[src/rtl/event_gen_multi.sv]
// Multi-channel periodic event source, round-robin merged onto one valid/ready stream.
// Optional pseudo-random gating per channel when EVGEN_LFSR_EN is defined.
module event_gen_multi #(
  parameter int DATA_W   = 32,
  parameter int N_CH     = 4,
  parameter int PERIOD_W = 32,
  parameter int DROP_W   = 16,
  localparam int CH_W    = (N_CH > 1) ? $clog2(N_CH) : 1
) (
  input  logic                       clk,
  input  logic                       rst,
  input  logic                       enable,
  input  logic [N_CH*PERIOD_W-1:0]   period,
  input  logic                       rand_mode,
  input  logic                       out_ready,
  output logic                       out_valid,
  output logic [DATA_W-1:0]          out_data,
  output logic [CH_W-1:0]            out_ch,
  output logic [DROP_W-1:0]          drop_cnt
);

  logic [DATA_W-1:0]   r_ts;
  logic [PERIOD_W-1:0] r_cnt  [N_CH];
  logic [DATA_W-1:0]   r_slot [N_CH];
  logic [N_CH-1:0]     r_pend;
  logic [CH_W-1:0]     r_rr;

  logic [PERIOD_W-1:0] w_p [N_CH];
  logic [N_CH-1:0]     w_hit;
  logic [N_CH-1:0]     w_gate;
  logic [N_CH-1:0]     w_fire;
  logic [N_CH-1:0]     w_drop;
  logic [N_CH-1:0]     w_gvec;
  logic                w_load;
  logic                w_gnt;
  logic [CH_W-1:0]     w_gidx;
  logic [CH_W-1:0]     w_j;
  logic [CH_W-1:0]     w_rr_nxt;
  logic [5:0]          w_ndrop;
  logic [DROP_W+6:0]   w_dsum;

`ifdef EVGEN_LFSR_EN
  logic [15:0] r_lfsr;

  always_ff @(posedge clk or posedge rst) begin
    if (rst) begin
      r_lfsr <= 16'hACE1;
    end else if (enable) begin
      r_lfsr <= {r_lfsr[14:0],
                 r_lfsr[15] ^ r_lfsr[13] ^ r_lfsr[12] ^ r_lfsr[10]};
    end
  end

  always_comb begin
    w_gate = '1;
    for (int c = 0; c < N_CH; c++) begin
      if (rand_mode) w_gate[c] = r_lfsr[c];
    end
  end
`else
  logic w_unused_rand;
  assign w_unused_rand = rand_mode;
  assign w_gate = '1;
`endif

  // Counter wrap (hit) is independent of gating; only the event is gated.
  always_comb begin
    for (int c = 0; c < N_CH; c++) begin
      w_p[c]   = period[c*PERIOD_W +: PERIOD_W];
      w_hit[c] = enable && (w_p[c] != '0) &&
                 (r_cnt[c] >= w_p[c] - PERIOD_W'(1));
    end
  end

  assign w_fire = w_hit & w_gate;
  assign w_load = !out_valid || out_ready;

  always_comb begin
    w_gnt  = 1'b0;
    w_gidx = '0;
    w_gvec = '0;
    w_j    = '0;
    for (int i = 0; i < N_CH; i++) begin
      w_j = CH_W'((int'(r_rr) + i) % N_CH);
      if (!w_gnt && r_pend[w_j]) begin
        w_gnt  = 1'b1;
        w_gidx = w_j;
      end
    end
    if (w_gnt && w_load) w_gvec[w_gidx] = 1'b1;
  end

  assign w_rr_nxt = (w_gidx == CH_W'(N_CH - 1)) ? '0 : w_gidx + CH_W'(1);
  assign w_drop   = w_fire & r_pend & ~w_gvec;

  always_comb begin
    w_ndrop = '0;
    for (int c = 0; c < N_CH; c++) begin
      w_ndrop = w_ndrop + 6'(w_drop[c]);
    end
    w_dsum = (DROP_W+7)'(drop_cnt) + (DROP_W+7)'(w_ndrop);
  end

  always_ff @(posedge clk or posedge rst) begin
    if (rst) begin
      r_ts <= '0;
      for (int c = 0; c < N_CH; c++) begin
        r_cnt[c]  <= '0;
        r_slot[c] <= '0;
      end
    end else begin
      if (enable) r_ts <= r_ts + DATA_W'(1);
      for (int c = 0; c < N_CH; c++) begin
        if (w_p[c] == '0) begin
          r_cnt[c] <= '0;
        end else if (enable) begin
          r_cnt[c] <= w_hit[c] ? '0 : r_cnt[c] + PERIOD_W'(1);
        end
        if (w_fire[c] && (!r_pend[c] || w_gvec[c])) r_slot[c] <= r_ts;
      end
    end
  end

  // A fire on a channel being granted refills the slot without a drop.
  always_ff @(posedge clk or posedge rst) begin
    if (rst) begin
      r_pend <= '0;
    end else begin
      for (int c = 0; c < N_CH; c++) begin
        if (w_fire[c])      r_pend[c] <= 1'b1;
        else if (w_gvec[c]) r_pend[c] <= 1'b0;
      end
    end
  end

  always_ff @(posedge clk or posedge rst) begin
    if (rst) begin
      drop_cnt <= '0;
    end else if (w_ndrop != '0) begin
      if (w_dsum > (DROP_W+7)'({DROP_W{1'b1}})) drop_cnt <= '1;
      else drop_cnt <= w_dsum[DROP_W-1:0];
    end
  end

  always_ff @(posedge clk or posedge rst) begin
    if (rst) begin
      out_valid <= 1'b0;
      out_data  <= '0;
      out_ch    <= '0;
      r_rr      <= '0;
    end else if (w_load) begin
      out_valid <= w_gnt;
      if (w_gnt) begin
        out_data <= r_slot[w_gidx];
        out_ch   <= w_gidx;
        r_rr     <= w_rr_nxt;
      end
    end
  end

endmodule

[config.mk]
export PLATFORM = sky130hd
export DESIGN_NAME = event_gen_multi
export DESIGN_NICKNAME = d
export VERILOG_FILES = /design/src/rtl/event_gen_multi.sv
export SDC_FILE = /design/constraint.sdc
export NUM_CORES = 1
export LEC_CHECK = 0
export ABC_AREA = 0
export CAP_MARGIN = 20
export CORE_UTILIZATION = 40
export CTS_CLUSTER_SIZE = 28
export DETAILED_ROUTE_END_ITERATION = 10
export MAX_ROUTING_LAYER = met4
export SYNTH_ARGS = -nofsm -noshare
export SYNTH_HDL_FRONTEND = slang
export SYNTH_SLANG_ARGS = --single-unit
[constraint.sdc]
create_clock -name clk -period 39.7 [get_ports clk]
set_input_delay 11.91 -clock clk [delete_from_list [all_inputs] [get_ports clk]]
set_output_delay 11.91 -clock clk [all_outputs]
set_load 0.03 [all_outputs]
==> run metrics <==
Yosys warning count=0; core area=54200 µm²; post-synthesis adder-cell area fraction=0.0862; initial core utilization=0.407; setup bufs post-CTS=0; # DRC=0; Final min period=slightly below 20 ns; Post-synth EDFFs=0; initial antenna violation count=0; Syn-to-layout area delta=17.8%; CTS Buf Count=between 40 and 50; critical path class=input pin to flip-flop; max_slew headroom=0.333; Hold Path Class=flip-flop to flip-flop; final instance area=26000 µm²; synth top area cells=dfrtp_1 (39%), ha_1 (8.4%), nand2_1 (7.6%); pre-CTS setup slack=between 15 and 20 ns; vias in the first global route=around 18000; vias per cell=5.57; Post-synth ARST share=1.00; synth unique cells=73; Worst setup startpoint=period[98]; Cell Count, Final, Fillers Out=3340; Cells after Synth=2467; post-synthesis mux area share=0.0687; Post-Place Cells=between 3000 and 4000; GRT Residual Overflow=0; CP Launch Type=input pin; Compound-Gate Fraction of Synth Area=0.103; leakage power=about 11 nW; ratio of cells with drive above 1 in the final layout=0.0987; die area=approximately 56000 µm²; Overall Power=about 1.2 mW; Mean Syn Cell Area=8.95 µm²; syn nets=2751; flop2flop setup slack=between 30 and 40 ns; Reg2Reg Launch Point=r_cnt[6]; Post-Synth Simple-Gate Area=0.251; cell mode on critical path=ha_1; routed length per instance=between 15 and 20 µm; unrepaired setup endpoints after global routing=false; register bit total from synthesis=345; GP Congestion=approximately 0.83; io pins=around 180; critical path's largest stage delay=between 0.6 and 0.7 ns; H-tree depth=2; first-pass GRT wire length=92300 µm; Clock Tree Root=clkbuf_16; critical path data required time=about 40 ns; Hold Path Origin=out_data[8]; register area share after synthesis=0.391; Die X=around 240 µm; dpl cell area=24600 µm²; Yosys top cell by area=dfrtp_1; post-CTS sizing=0; clock buffer depth=3; Mapped Area=22100 µm²; run status=complete, no violations; num rows=85; setup_tns=0 ns; Cell Pwr Density=47.2 nW/µm²; Core Util, Final=0.480; Peak VDD IR=between 0.04 and 0.05 mV; number of port buffers=about 180; xor and xnor area share after synthesis=0.0746; arrival time worst endpoint=~20 ns; Final Max Tran Viols=0; CP endpoint kind=flip-flop; CTS tree=yes; ANT nets after route=0; die height=between 200 and 250 µm; final setup fails=0; largest net degree at the start of global routing=113; clock skew=approximately 0.027 ns; fin nets=2900; Achievable Freq=roughly 0.051 GHz; Worst path slowest cell=o211a_1; largest family of logic cells by synthesized area=simple AND/OR/NAND/NOR gates; DR pass1 iterations=5; Clock transition at path regs=approximately 0.06 ns; hpwl dp=38700 µm; Clock Sinks=approximately 350; final WL=55700 µm; cts hold-fix bufs=0; top cell type's share of synthesized area=0.391; Max-Cap Viols=0; highest-count cells in the layout ignoring fill and taps=nand2_1 (448), dfrtp_1 (345), clkdlybuf4s50_1 (181); Antenna Cells=0; Top FF cell, synth=dfrtp_1; Slew @ Worst Pin=just under 1 ns; clk_lat worst skew=0.57 ns; routed vias=18596; Max FO, Critical Path=20; final hold violation count=0; setup ws final=between 20 and 25 ns; commonest non-fill, non-tap cell in the layout=nand2_1; 1st-iter DRT viols=between 1000 and 1500; crit share post-route=0.493; GRT Util Overall=0.205; final hold slack=0.478 ns
[synth_stat cells (3+ instances only)]
cell and number:
a2111oi_0 3, a211o_1 3, a211oi_1 10, a21o_1 22, a21oi_1 74, a22oi_1 4, a2bb2oi_1 4, a31oi_1 44
a41oi_1 4, and2_1 10, and3_1 32, and4_1 16, buf_1 7, buf_2 7, buf_6 6, clkbuf_1 81
dfrtp_1 345, ha_1 149, inv_1 39, mux2_2 133, nand2_1 448, nand2b_1 10, nand3_1 140, nand3b_1 18
nand4_1 68, nand4b_1 7, nor2_1 144, nor2b_1 14, nor3_1 98, nor3b_1 11, nor4_1 47, o211ai_1 17
o21a_1 9, o21ai_0 132, o22a_1 3, o2bb2ai_1 6, o31ai_1 11, or2_2 14, or3_1 23, or4_1 24
xnor2_1 114, xor2_1 74
[cells by family (layout without fill, tap and decap cells)]
| group | count (synthesis) | count (layout) |
|---|---|---|
| AND/OR/NAND/NOR | 1139 | 1139 |
| AO/OA/AOI/OAI | 369 | 369 |
| flip-flops | 345 | 345 |
| XOR/XNOR | 188 | 188 |
| adder cells (fa/ha/maj) | 151 | 151 |
| buffers and inverters | 140 | 317 |
| multiplexers | 135 | 135 |
[metal layers]
metal,vias up,global-route usage,routed length [µm]
met1,9031,0.261,25800
met4,0,0.0518,971
met2,309,0.347,27100
met5,-,-,0
met3,76,0.0211,1830
li1,9180,-,-
[path summary, 6_finish.rpt]
path                          endpoint  cells past startpoint
min reg2reg                out_data[8]                      2
min                        out_data[8]                      2
max                        drop_cnt[2]                     26
max in group asynchronous     r_cnt[3]                      5
min in group asynchronous    r_cnt[81]                      2
max reg2reg                drop_cnt[2]                     19
[critical path: cells and delay by family]
family          cells  cell delay [ns]
fa+ha+maj           5             1.73
xor+xnor            1             0.17
buf+inv             3             0.61
simple gates       14             4.71
compound gates      3             0.91
[power by group]
part,internal [mW],total [mW],switching [mW],leakage [nW]
Combinational,0.145,0.381,0.236,5.95
Sequential,0.408,0.469,0.0615,4.51
Clock,0.224,0.379,0.154,0.658
[registers in the layout, summed over array words and instances (netlist names)]
| name | flops |
|---|---|
| r_pend | 4 |
| r_slot | 128 |
| out_valid | 1 |
| out_data | 32 |
| r_rr | 2 |
| r_ts | 32 |
| r_cnt | 128 |
| drop_cnt | 16 |
| out_ch | 2 |
[area by class of cell]
| class | count | area [µm²] |
|---|---|---|
| clock buffer | 61 | 1200 |
| clock inverter | 10 | 164 |
| fill | 5122 | 28200 |
| inverter | 39 | 154 |
| multi-input combinational | 1982 | 13000 |
| sequential | 345 | 8630 |
| tap | 696 | 871 |
| timing repair buffer | 207 | 2040 |
(Power assumes the default switching activity.)
